===== src/rtl/cla_accum_8bit.sv =====
// cla_adder_8bit : combinational 8-bit adder, two 4-bit carry-lookahead groups.
//   a_i, b_i [7:0] : operands
//   sum_o    [7:0] : a_i + b_i modulo 256 (carry-in fixed at 0)
//
// cla_accum_8bit : folds ACC_LEN unsigned 8-bit operands into one result and
// presents it on a valid/ready port, with a sticky unsigned overflow flag.
//   clk            : clock, all state updates on the rising edge
//   rst_n          : asynchronous active-low reset
//   clr            : synchronous clear, aborts the current accumulation
//   in_valid/in_ready/din       : operand input handshake
//   out_valid/out_ready         : result output handshake
//   acc_out [7:0]  : registered accumulator (meaningful while out_valid)
//   ovf            : sticky carry-out of bit 7 for the current result
//   busy           : state is not IDLE

module cla_adder_8bit (
  input  logic [7:0] a_i,
  input  logic [7:0] b_i,
  output logic [7:0] sum_o
);

  logic [7:0] g;
  logic [7:0] p;
  logic [7:0] c;

  always_comb begin
    g = a_i & b_i;
    p = a_i ^ b_i;

    // Low group: carries expanded directly from g/p with carry-in 0.
    c[0] = 1'b0;
    c[1] = g[0];
    c[2] = g[1] | (p[1] & g[0]);
    c[3] = g[2] | (p[2] & g[1]) | (p[2] & p[1] & g[0]);
    c[4] = g[3] | (p[3] & g[2]) | (p[3] & p[2] & g[1]) | (p[3] & p[2] & p[1] & g[0]);

    // High group: same expansion, fed by the low group's carry-out.
    c[5] = g[4] | (p[4] & c[4]);
    c[6] = g[5] | (p[5] & g[4]) | (p[5] & p[4] & c[4]);
    c[7] = g[6] | (p[6] & g[5]) | (p[6] & p[5] & g[4]) | (p[6] & p[5] & p[4] & c[4]);

    sum_o = p ^ c;
  end

endmodule

module cla_accum_8bit #(
  parameter int unsigned ACC_LEN = 4,
  parameter int unsigned CNT_W   = 3
) (
  input  logic       clk,
  input  logic       rst_n,
  input  logic       clr,
  input  logic       in_valid,
  output logic       in_ready,
  input  logic [7:0] din,
  output logic       out_valid,
  input  logic       out_ready,
  output logic [7:0] acc_out,
  output logic       ovf,
  output logic       busy
);

  typedef enum logic [1:0] {
    IDLE  = 2'd0,
    ACCUM = 2'd1,
    DONE  = 2'd2
  } state_e;

  localparam logic [CNT_W-1:0] LAST_CNT = CNT_W'(ACC_LEN - 1);

  state_e           state_q, state_d;
  logic [7:0]       acc_q, acc_d;
  logic [CNT_W-1:0] cnt_q, cnt_d;
  logic             ovf_q, ovf_d;

  logic [7:0] add_a;
  logic [7:0] add_sum;
  logic       add_carry;
  logic       accept;
  logic       xfer;

  // IDLE forces the adder's accumulator input to zero, so a new result starts
  // cleanly without having to clear acc on output transfer.
  assign add_a = (state_q == IDLE) ? '0 : acc_q;

  cla_adder_8bit u_adder (
    .a_i   (add_a),
    .b_i   (din),
    .sum_o (add_sum)
  );

  // Carry-out of bit 7 recovered from the MSBs: both set, or exactly one set
  // and the sum bit cleared (which means a carry arrived into bit 7).
  assign add_carry = (add_a[7] & din[7]) | ((add_a[7] | din[7]) & ~add_sum[7]);

  assign in_ready  = (state_q != DONE) & ~clr;
  assign out_valid = (state_q == DONE);
  assign busy      = (state_q != IDLE);
  assign acc_out   = acc_q;
  assign ovf       = ovf_q;

  assign accept = in_valid & in_ready;
  assign xfer   = out_valid & out_ready;

  always_comb begin
    state_d = state_q;
    acc_d   = acc_q;
    cnt_d   = cnt_q;
    ovf_d   = ovf_q;

    if (clr) begin
      state_d = IDLE;
      acc_d   = '0;
      cnt_d   = '0;
      ovf_d   = 1'b0;
    end else begin
      unique case (state_q)
        IDLE: begin
          if (accept) begin
            acc_d   = add_sum;
            ovf_d   = add_carry;
            cnt_d   = CNT_W'(1);
            state_d = (ACC_LEN == 1) ? DONE : ACCUM;
          end
        end
        ACCUM: begin
          if (accept) begin
            acc_d = add_sum;
            ovf_d = ovf_q | add_carry;
            cnt_d = cnt_q + CNT_W'(1);
            if (cnt_q == LAST_CNT) begin
              state_d = DONE;
            end
          end
        end
        DONE: begin
          if (xfer) begin
            state_d = IDLE;
            cnt_d   = '0;
          end
        end
        default: begin
          state_d = IDLE;
        end
      endcase
    end
  end

  always_ff @(posedge clk or negedge rst_n) begin
    if (!rst_n) begin
      state_q <= IDLE;
      acc_q   <= '0;
      cnt_q   <= '0;
      ovf_q   <= 1'b0;
    end else begin
      state_q <= state_d;
      acc_q   <= acc_d;
      cnt_q   <= cnt_d;
      ovf_q   <= ovf_d;
    end
  end

endmodule


===== config.mk =====
export PLATFORM = sky130hd
export DESIGN_NAME = cla_accum_8bit
export DESIGN_NICKNAME = d
export VERILOG_FILES = /design/src/rtl/cla_accum_8bit.sv
export SDC_FILE = /design/constraint.sdc
export NUM_CORES = 1
export LEC_CHECK = 0
export CAP_MARGIN = 20
export CORE_UTILIZATION = 39
export CTS_BUF_LIST = sky130_fd_sc_hd__clkbuf_2 sky130_fd_sc_hd__clkbuf_4 sky130_fd_sc_hd__clkbuf_8
export DETAILED_ROUTE_END_ITERATION = 6
export DONT_BUFFER_PORTS = 1
export PLACE_DENSITY = 0.53
export SLEW_MARGIN = 40
export SYNTH_ARGS = -nofsm -noshare
export SYNTH_HDL_FRONTEND = slang
export SYNTH_SLANG_ARGS = --single-unit
export TNS_END_PERCENT = 100

===== constraint.sdc =====
create_clock -name clk -period 3.3 [get_ports clk]
set_input_delay 0.66 -clock clk [delete_from_list [all_inputs] [get_ports clk]]
set_output_delay 0.66 -clock clk [all_outputs]
set_load 0.1 [all_outputs]

==> impl_metrics.json <==
{
  "multiInputGateArea_um2": 666,
  "die_x_um": 54.2,
  "ant_nets": 0,
  "place_congestion": 0.726,
  "grt_start_max_net_pins": 19,
  "pre_cts_ws_ns": 0.489,
  "finalSetupViolations": 0,
  "clock_path_buffers": 2,
  "post_cts_buffers": 0,
  "viasPerCell": 5.18,
  "drc": 0,
  "register_area_um2": 352,
  "drive_gt1_share_pct": 18.1,
  "arrival_ns": 3.01,
  "timing.fmax_mhz": 356,
  "clkSlewWorstSetupHoldPaths_ns": 0.09,
  "detail_route.wl_per_cell_um": 14.4,
  "regToRegSetupSlack_ns": 0.49,
  "cp_cell_sequence": "inv_1, ha_1, nor2b_1, ha_1, and4_1, o41ai_2, nand2b_1, a21oi_1, fa_1, a211oi_1",
  "status": "completed",
  "setup.worst_path.end_class": "register",
  "layout.cells.non_filler": 157,
  "cts-resized-gates": 0,
  "hold_viol": 0,
  "hold_class": "in -> async",
  "p_sw_share_pct": 56.7,
  "cts_tree": "built",
  "fp-row-count": 18,
  "slew_viol_final": 0,
  "final_cell_mix": "15 x nand2_1, 13 x ha_1, 13 x dfrtp_1",
  "synthesis.nets": 144,
  "dr.pass1.iters": 4,
  "avgSynthCellArea_um2": 9.25,
  "grt_pass1_wl_mm": 3.69,
  "yosysWarnings": 0,
  "wl_mm": 2.26,
  "switching_power_uw": 615,
  "final_common_cell": "nand2_1",
  "track_usage_pct": 18.0,
  "place_hpwl_mm": 1.73,
  "rsz0062_at_grt": "no",
  "synthDistinctLibCells": 34,
  "cts-root-buf": "clkbuf_4",
  "reg2reg_from": "state_q[0]",
  "slowest_delay_ns": 0.43,
  "die_h_um": 54.2,
  "criticalPathCategory": "reg -> reg",
  "startpoint_type": "register",
  "combinationalPowerShare_pct": 65.3,
  "io_pins": 25,
  "required_ns": 3.50,
  "num-fill-cells": 254,
  "antenna_found_initial": 0,
  "maxCapViolations": 0,
  "syn_inst": 115,
  "cts-hold-fix-buffers": 0,
  "power.leakage_uw": 0.000567,
  "cp_slowest_cell": "fa_1",
  "grt_pass1_vias": 838,
  "path_common_cell": "ha_1",
  "rr_worst_depth": 10,
  "die-area_um2": 2940,
  "fin_nets": 157,
  "finalSetupTns_ns": 0,
  "powerDensity_nw_per_um2": 895,
  "insertion_delay_ns": 0.29,
  "placed_cells": 153,
  "postLayoutCoreUtil_pct": 48.0,
  "seq_power_share_pct": 22.9,
  "fin_crit_sh_pct": 85.2,
  "diodes": 0,
  "period_minus_slack_ns": 2.81,
  "yosysSeqAreaShare_pct": 32.9,
  "yosys_register_bits": 14,
  "htree_levels": 1,
  "slew-limit-headroom_pct": 59.4,
  "p_total_uw": 1080,
  "peakVddDrop_v": 0.000486,
  "clock_skew_ns": 0.00442,
  "worst_slew_pin_slew_ns": 0.604,
  "io_buffers": 0,
  "numCtsBuffers": 3,
  "vias": 813,
  "path_max_fanout": 5,
  "overflow": 0,
  "cts.sinks": 14,
  "timing.rr.end": "acc_out[7]",
  "clockPowerShare_pct": 11.8,
  "power.internal_uw": 469,
  "syn_to_final_growth_pct": 13.9,
  "core_area_um2": 2520,
  "drt_iter0_drc": 8,
  "syn_area_um2": 1060,
  "setup_slack_ns": 0.489,
  "start_util_pct": 42.2
}
[registers in the layout, indices dropped and copies added (netlist names)]
name     count
ovf          1
state_q      2
acc_out      8
cnt_q        3
[logic make-up after synthesis]
group	share of synthesized area, %
simple gates	21.8
compound gates	15.3
fa+ha+maj	20.9
flops	32.9
buf+inv	4.71
xor+xnor	2.47
mux	1.88
[routing by layer]
metal  share of wire (%)  vias up  track usage [%]
met5                   0        -                0
met4                0.66        0             3.85
met3                 6.8        2             7.22
met2                  45       21             28.7
met1                  48      372             22.7
li1                    -      418                -
[worst max-delay path by stage]
stage / startpoint / end / slack (ns) / depth (start not counted)
2_1_floorplan: state_q[0] / in_ready / 0.18 / 3
3_3_place_gp: state_q[0] / acc_out[7] / 0.60 / 10
3_5_place_dp: state_q[0] / acc_out[7] / 0.49 / 10
4_1_cts: state_q[0] / acc_out[7] / 0.46 / 10
5_1_grt: state_q[0] / acc_out[7] / 0.25 / 10
6_report: state_q[0] / acc_out[7] / 0.49 / 10
[power groups by stage]
| stage | combinational, µW | clock [µW] | sequential, µW |
|---|---|---|---|
| after floorplan | 368 | 0 | 463 |
| after global placement | 710 | 0 | 250 |
| after detailed placement | 713 | 0 | 252 |
| after CTS | 715 | 135 | 249 |
| after global routing | 766 | 141 | 255 |
| final | 708 | 128 | 248 |
[Yosys cell counts (all sizes together)]
library cell | count | area (µm²)
buf | 2 | 11.3
nand2b | 2 | 12.5
a31oi | 1 | 6.26
or2b | 1 | 7.51
nand3b | 1 | 7.51
a21oi | 10 | 50.1
nand3 | 1 | 5.00
ha | 13 | 163
inv | 8 | 30.0
o41ai | 3 | 33.8
nor3b | 1 | 7.51
and4 | 1 | 8.76
nor2b | 10 | 72.6
a211oi | 3 | 22.5
nor3 | 1 | 5.00
nor4b | 1 | 8.76
a21o | 1 | 7.51
nand2 | 15 | 56.3
dfrtp | 14 | 350
clkbuf | 2 | 8.75
o21ai | 4 | 20.0
xnor2 | 3 | 26.3
mux2i | 2 | 20.0
nor2 | 10 | 40.0
o21a | 1 | 7.51
a311oi | 1 | 15.0
fa | 3 | 60.1
[area by class of cell]
| type | instances | share of cell area, % |
|---|---|---|
| Sequential cell | 14 | 29.0 |
| Inverter | 8 | 2.48 |
| Clock buffer | 4 | 3.00 |
| Multi-Input combinational cell | 89 | 55.0 |
| Tap cell | 30 | 3.10 |
| Timing Repair Buffer | 12 | 7.44 |
[metrics by stage]
| stage | hold WS, ns | cell area [µm²] |
|---|---|---|
| after floorplan | 0.364 | 1060 |
| after global placement | 0.365 | 1170 |
| after detailed placement | 0.365 | 1170 |
| after CTS | 0.0408 | 1210 |
| after global routing | 0.0296 | 1210 |
| final | 0.0532 | 1210 |
[worst max-delay path: cells and delay by family, from the launching register on]
family,cells,cell delay [ns]
adders and majority gates,3,0.98
AOI/OAI and AO/OA,3,0.77
and+or+nand+nor,3,0.51
DFF,1,0.40
buffers and inverters,1,0.08
(Power assumes the default switching activity.)
